<file path="src/rtl/fixed_weight_loc_gen.sv">
// Generates WEIGHT distinct locations in [0, N) from a stream of random words:
// rejection sampling, bit-serial mod-N reduction, duplicate scan, then write.
module fixed_weight_loc_gen #(
    parameter string parameter_set = "hqc128",
    parameter int N          = (parameter_set == "hqc256") ? 57637 :
                               (parameter_set == "hqc192") ? 35851 : 17669,
    parameter int M          = (parameter_set == "hqc128") ? 15 : 16,
    parameter int WEIGHT     = (parameter_set == "hqc256") ? 131 :
                               (parameter_set == "hqc192") ? 100 : 66,
    parameter int RAND_W     = 24,
    parameter int THRESHOLD  = ((2 ** RAND_W) / N) * N,
    parameter int LOG_WEIGHT = $clog2(WEIGHT)
) (
    input  logic                  clk,
    input  logic                  rst,
    input  logic                  start,
    input  logic [RAND_W-1:0]     rand_in,
    input  logic                  rand_valid,
    output logic                  rand_ready,
    output logic                  loc_wr_en,
    output logic [LOG_WEIGHT-1:0] loc_wr_addr,
    output logic [M-1:0]          loc_out,
    output logic                  loc_rd_en,
    output logic [LOG_WEIGHT-1:0] loc_rd_addr,
    input  logic [M-1:0]          loc_in,
    output logic                  busy,
    output logic                  done
);

    // count must be able to hold WEIGHT itself
    localparam int CW = LOG_WEIGHT + 1;
    localparam int BW = $clog2(RAND_W);
    localparam logic [CW-1:0]     WEIGHT_C = CW'(WEIGHT);
    localparam logic [RAND_W-1:0] THRESH_C = RAND_W'(THRESHOLD);
    localparam logic [M:0]        N_C      = (M + 1)'(N);
    localparam logic [BW-1:0]     LAST_BIT = BW'(RAND_W - 1);

    typedef enum logic [2:0] {
        S_IDLE, S_FETCH, S_REDUCE, S_SCAN, S_WRITE, S_DONE
    } state_t;

    state_t            state, state_next;
    logic [CW-1:0]     count;
    logic [CW-1:0]     idx;
    logic [RAND_W-1:0] word;
    logic [M-1:0]      r;
    logic [BW-1:0]     bit_cnt;
    logic              pend;
    logic              pend_last;

    logic [M:0]   r_shift;
    logic [M-1:0] r_next;
    logic         accept;
    logic         scan_rd;
    logic         match;

    // r stays below N < 2^M, so only the doubled intermediate needs M+1 bits
    assign r_shift = {r, word[RAND_W-1]};
    assign r_next  = (r_shift >= N_C) ? M'(r_shift - N_C) : r_shift[M-1:0];
    assign accept  = rand_in < THRESH_C;
    assign scan_rd = (state == S_SCAN) && (idx < count);
    assign match   = pend && (loc_in == r);

    always_comb begin
        state_next  = state;
        rand_ready  = 1'b0;
        loc_wr_en   = 1'b0;
        loc_wr_addr = '0;
        loc_out     = '0;
        loc_rd_en   = 1'b0;
        loc_rd_addr = '0;
        busy        = (state != S_IDLE);
        done        = 1'b0;
        case (state)
            S_IDLE: if (start) state_next = S_FETCH;
            S_FETCH: begin
                rand_ready = 1'b1;
                if (rand_valid && accept) state_next = S_REDUCE;
            end
            S_REDUCE: begin
                if (bit_cnt == LAST_BIT)
                    state_next = (count == '0) ? S_WRITE : S_SCAN;
            end
            S_SCAN: begin
                loc_rd_en   = scan_rd;
                loc_rd_addr = scan_rd ? idx[LOG_WEIGHT-1:0] : '0;
                // a hit wins over end-of-scan; reads still in flight are dropped
                if (match)                  state_next = S_FETCH;
                else if (pend && pend_last) state_next = S_WRITE;
            end
            S_WRITE: begin
                loc_wr_en   = 1'b1;
                loc_wr_addr = count[LOG_WEIGHT-1:0];
                loc_out     = r;
                state_next  = (count + CW'(1) == WEIGHT_C) ? S_DONE : S_FETCH;
            end
            S_DONE: begin
                done       = 1'b1;
                state_next = S_IDLE;
            end
            default: state_next = S_IDLE;
        endcase
    end

    always_ff @(posedge clk) begin
        if (rst) begin
            state     <= S_IDLE;
            count     <= '0;
            idx       <= '0;
            word      <= '0;
            r         <= '0;
            bit_cnt   <= '0;
            pend      <= 1'b0;
            pend_last <= 1'b0;
        end else begin
            state     <= state_next;
            pend      <= scan_rd;
            pend_last <= scan_rd && (idx == count - CW'(1));
            case (state)
                S_IDLE: if (start) count <= '0;
                S_FETCH: begin
                    if (rand_valid && accept) begin
                        word    <= rand_in;
                        r       <= '0;
                        bit_cnt <= '0;
                    end
                end
                S_REDUCE: begin
                    r       <= r_next;
                    word    <= {word[RAND_W-2:0], 1'b0};
                    bit_cnt <= bit_cnt + BW'(1);
                    idx     <= '0;
                end
                S_SCAN:  if (scan_rd) idx <= idx + CW'(1);
                S_WRITE: count <= count + CW'(1);
                default: ;
            endcase
        end
    end

endmodule

</file>
<file path="config.mk">
export PLATFORM = sky130hd
export DESIGN_NAME = fixed_weight_loc_gen
export DESIGN_NICKNAME = d
export VERILOG_FILES = /design/src/rtl/fixed_weight_loc_gen.sv
export SDC_FILE = /design/constraint.sdc
export NUM_CORES = 1
export LEC_CHECK = 0
export ABC_AREA = 1
export CORE_AREA = 5 5 102 104
export DETAILED_ROUTE_END_ITERATION = 6
export DIE_AREA = 0 0 107 109
export PLACE_DENSITY = 0.78
export SLEW_MARGIN = 15
export SYNTH_ARGS = -nofsm -noshare
export SYNTH_HDL_FRONTEND = slang
export SYNTH_SLANG_ARGS = --single-unit
</file>
<file path="constraint.sdc">
create_clock -name clk -period 1.85 [get_ports clk]
set_clock_uncertainty 0.2 [all_clocks]
set_input_delay 0.185 -clock clk [delete_from_list [all_inputs] [get_ports clk]]
set_output_delay 0.185 -clock clk [all_outputs]
set_load 0.02 [all_outputs]
</file>
==> results.cfg <==
[global_routing]
use_met1_pct = 26.4
grt.met2_usage_pct = 40.5
global_route.peak_usage_layer = met2
grt_antenna_before_repair = 0
grt_start_max_net_pins = 37
grt_first_pass_wirelength_mm = 21.4
grt_overflow = 0
grt_pass1_vias = 4872
globalRouteMet3Util_pct = 4.85
grt.total_usage_pct = 22.3

[clock_network]
htree_levels = 3
clock_tree.buffer_depth = 2
cts_tree = done
worst_skew_pair.late_latency_ns = 0.35
clock-root-buffer = sky130_fd_sc_hd__clkbuf_8
worst_setup_hold_path_clk_slew_ns = 0.08
tritoncts_num_sinks = 65
hold_buffers = 0
total_cts_buffers = 9

[synth]
netlist.area_leader.share_pct = 29.7
yosysUniqueCellTypes = 32
synthesis.area_sq_um = 4380
synth_top_area_cell = sky130_fd_sc_hd__dfxtp_1
yosys_warnings = 0
post_synthesis_area_per_instance_sq_um = 5.93
synth.net_count = 797
ys_seq_elements = 65
ys_seq_area_share_pct = 29.7
synthCells = 738
ys_top_cells_by_area = sky130_fd_sc_hd__dfxtp_1 (30%), sky130_fd_sc_hd__nand2_1 (19%), sky130_fd_sc_hd__nor2_1 (12%), sky130_fd_sc_hd__a21oi_1 (6.2%), sky130_fd_sc_hd__inv_1 (5.9%)

[cells_and_area]
area_growth_pct = 62.0
antenna_cells_inserted = 0
num-nets-final = 949
layout.cells.most_common_list = sky130_fd_sc_hd__nand2_1 (191), sky130_fd_sc_hd__nor2_1 (92), sky130_fd_sc_hd__buf_4 (77)
drive_gt1_share_pct = 36.3
mostFrequentLayoutCell = sky130_fd_sc_hd__nand2_1

[outcome]
violations = negative setup slack
status = complete, but fails checks

[sta]
finalSetupViolations = 36
layout_worst_path_cycle_share_pct = 121
unrepaired_setup_endpoints_after_global_routing = yes
hold_slack_ns = 0.279
tightest_slew_ns = 0.545
timing_hold_violations_final = 0
layout_min_cycle_time_ns = 2.24
timing_max_transition_violations_final = 0
fin_ws_ns = -0.388
timing.max_slew.rel_slack_pct = 63.4
fmax_mhz = 447

[pwr]
vdd.ir_drop.worst_mv = 0.807
power_mw = 6.37
p_per_area_nw_per_um2 = 898
power.static_leakage_nw = 3.11

[worst_setup_path]
timing.critical_path.required_ns = 1.46
start_kind = flop
r2r.worst_path.cells = 13
r2r_start = count[1]
timing.reg2reg.setup_slack_ns = -0.32
r2r_end = idx[3]
worst-endpoint-arrival_ns = 1.85
crit_slowest_cell = sky130_fd_sc_hd__dfxtp_2
crit_path_max_incr_delay_ns = 0.34
critical_path.cell_chain = inv_2, ha_4, a21oi_1, o21ai_2, nand4_1, nand2_4, buf_16, nor2_4, buf_6
crit_family = flip-flops
critical_path.endpoint_type = output pin
worstSetupPathDepth = 9
cp.buffers_inverters = 3
path_class = reg -> out
critPathMaxFanout = 4
setup.worst_path.end = loc_rd_addr[1]
startpoint = count[3]

[drt]
detail-route-antenna-nets = 0
num_vias = 5561
vias_per_instance = 5.51
drtIter0Drc = 514
routed_wl_mm = 16.5
wl_per_cell_um = 16.4
post-route-drc-count = 0
dr.pass1.iters = 5

[placed_design]
gpl.final_weighted_congestion = 0.910
post_detail_place_hpwl_mm = 9.57
numPortBuffers = 76

[die]
floorplan.rows = 36
die-area_sq_um = 11700
start_util_pct = 46.3
chipHeight_um = 109
io_pins = 77
core_region_area_sq_um = 9460
die_width_um = 107

[min_path]
hold_class = reg -> reg

[run]
maxCapViolations = 0
## tightest hold or removal path, stage by stage, from the launching register on
cell	delay, ns
sky130_fd_sc_hd__dfxtp_1	0.31
sky130_fd_sc_hd__nand2_1	0.07
sky130_fd_sc_hd__a21oi_1	0.06
## cell usage after synthesis
library cell	n
sky130_fd_sc_hd__and2_1	2
sky130_fd_sc_hd__xnor2_1	3
sky130_fd_sc_hd__and3_1	1
sky130_fd_sc_hd__nor2_1	138
sky130_fd_sc_hd__nor3_1	8
sky130_fd_sc_hd__o211a_1	1
sky130_fd_sc_hd__nor2_4	1
sky130_fd_sc_hd__o21ai_1	2
sky130_fd_sc_hd__a21oi_1	54
sky130_fd_sc_hd__nor3b_1	1
sky130_fd_sc_hd__buf_4	5
sky130_fd_sc_hd__a31oi_1	1
sky130_fd_sc_hd__xor2_1	15
sky130_fd_sc_hd__inv_1	69
sky130_fd_sc_hd__nor2_2	1
sky130_fd_sc_hd__o211ai_1	3
sky130_fd_sc_hd__o21bai_1	1
sky130_fd_sc_hd__nand4_2	1
sky130_fd_sc_hd__nand3_1	39
sky130_fd_sc_hd__o22ai_1	2
sky130_fd_sc_hd__nand4_1	6
sky130_fd_sc_hd__inv_2	6
sky130_fd_sc_hd__nand2_1	222
sky130_fd_sc_hd__a21boi_0	1
sky130_fd_sc_hd__ha_1	16
sky130_fd_sc_hd__nand3b_1	2
sky130_fd_sc_hd__clkbuf_1	15
sky130_fd_sc_hd__nand3_2	1
sky130_fd_sc_hd__buf_6	2
sky130_fd_sc_hd__buf_2	8
sky130_fd_sc_hd__o21ai_0	46
sky130_fd_sc_hd__dfxtp_1	65
## cell families (layout without fill, tap and decap cells)
group | Yosys count | after routing | share of synthesized area [%]
AND/OR/NAND/NOR | 423 | 423 | 38.9
AO/OA/AOI/OAI | 111 | 111 | 13.2
buffers and inverters | 105 | 262 | 10.0
adder cells (fa/ha/maj) | 16 | 16 | 4.57
XOR/XNOR | 18 | 18 | 3.60
flip-flops | 65 | 65 | 29.7
## routing by layer
layer  vias up  wire length, um
met4         0              695
met3        68             1160
met5         -                0
li1       2636                -
met2       281             8530
met1      2576             6120
## final cells by class
type	instances	area, sq um
repair buffers	170	1710
inverters	75	305
clock inverters	6	91.3
well taps	114	143
repair inverters	1	11.3
clock buffers	10	138
multi-input cells	568	3360
fillers	649	2360
flip-flops and latches	65	1340
## registers in the layout (all words and copies together) (netlist names)
signal	count
state	3
r	15
idx	8
pend	1
word	24
count	8
bit_cnt	5
pend_last	1
## report_power, final
part	switching, mW	leakage (nW)	total [mW]	internal (mW)
clock	0.605	0.105	1.40	0.797
combinational	1.80	2.47	3.11	1.31
sequential	0.171	0.540	1.86	1.69
## timing repair
item / CTS / global route
pin swaps: 7 / 52
endpoints found under the setup margin: 62 / 86
gates cloned: 2 / 6
setup buffers: 2 / 14
gates resized for setup: 182 / 231
## metrics by stage
stage / instances / setup TNS, ns / util, % / setup slack, ns / instance area, sq um
global placement: 970 / -14.85 / 61.6 / -0.431 / 5820
CTS: 990 / -4.13 / 64.6 / -0.320 / 6110
floorplan: 738 / 0 / - / 0.00134 / 4480
finish: 1009 / -6.32 / 75.0 / -0.388 / 7090
global route: 1009 / -11.13 / 75.0 / -0.501 / 7090
detailed placement: 970 / -19.62 / 61.6 / -0.459 / 5820
## worst min path at each step
stage	slack [ns]	to	depth (start not counted)	startpoint
global placement	0.25	word[0]	2	word[0]
global route	0.31	bit_cnt[0]	1	bit_cnt[0]
floorplan	0.07	pend	1	rst
CTS	0.28	word[0]	2	word[0]
detailed placement	0.27	word[0]	2	word[0]
finish	0.28	word[0]	2	word[0]
Note: power is estimated with default switching activity, not from simulation.
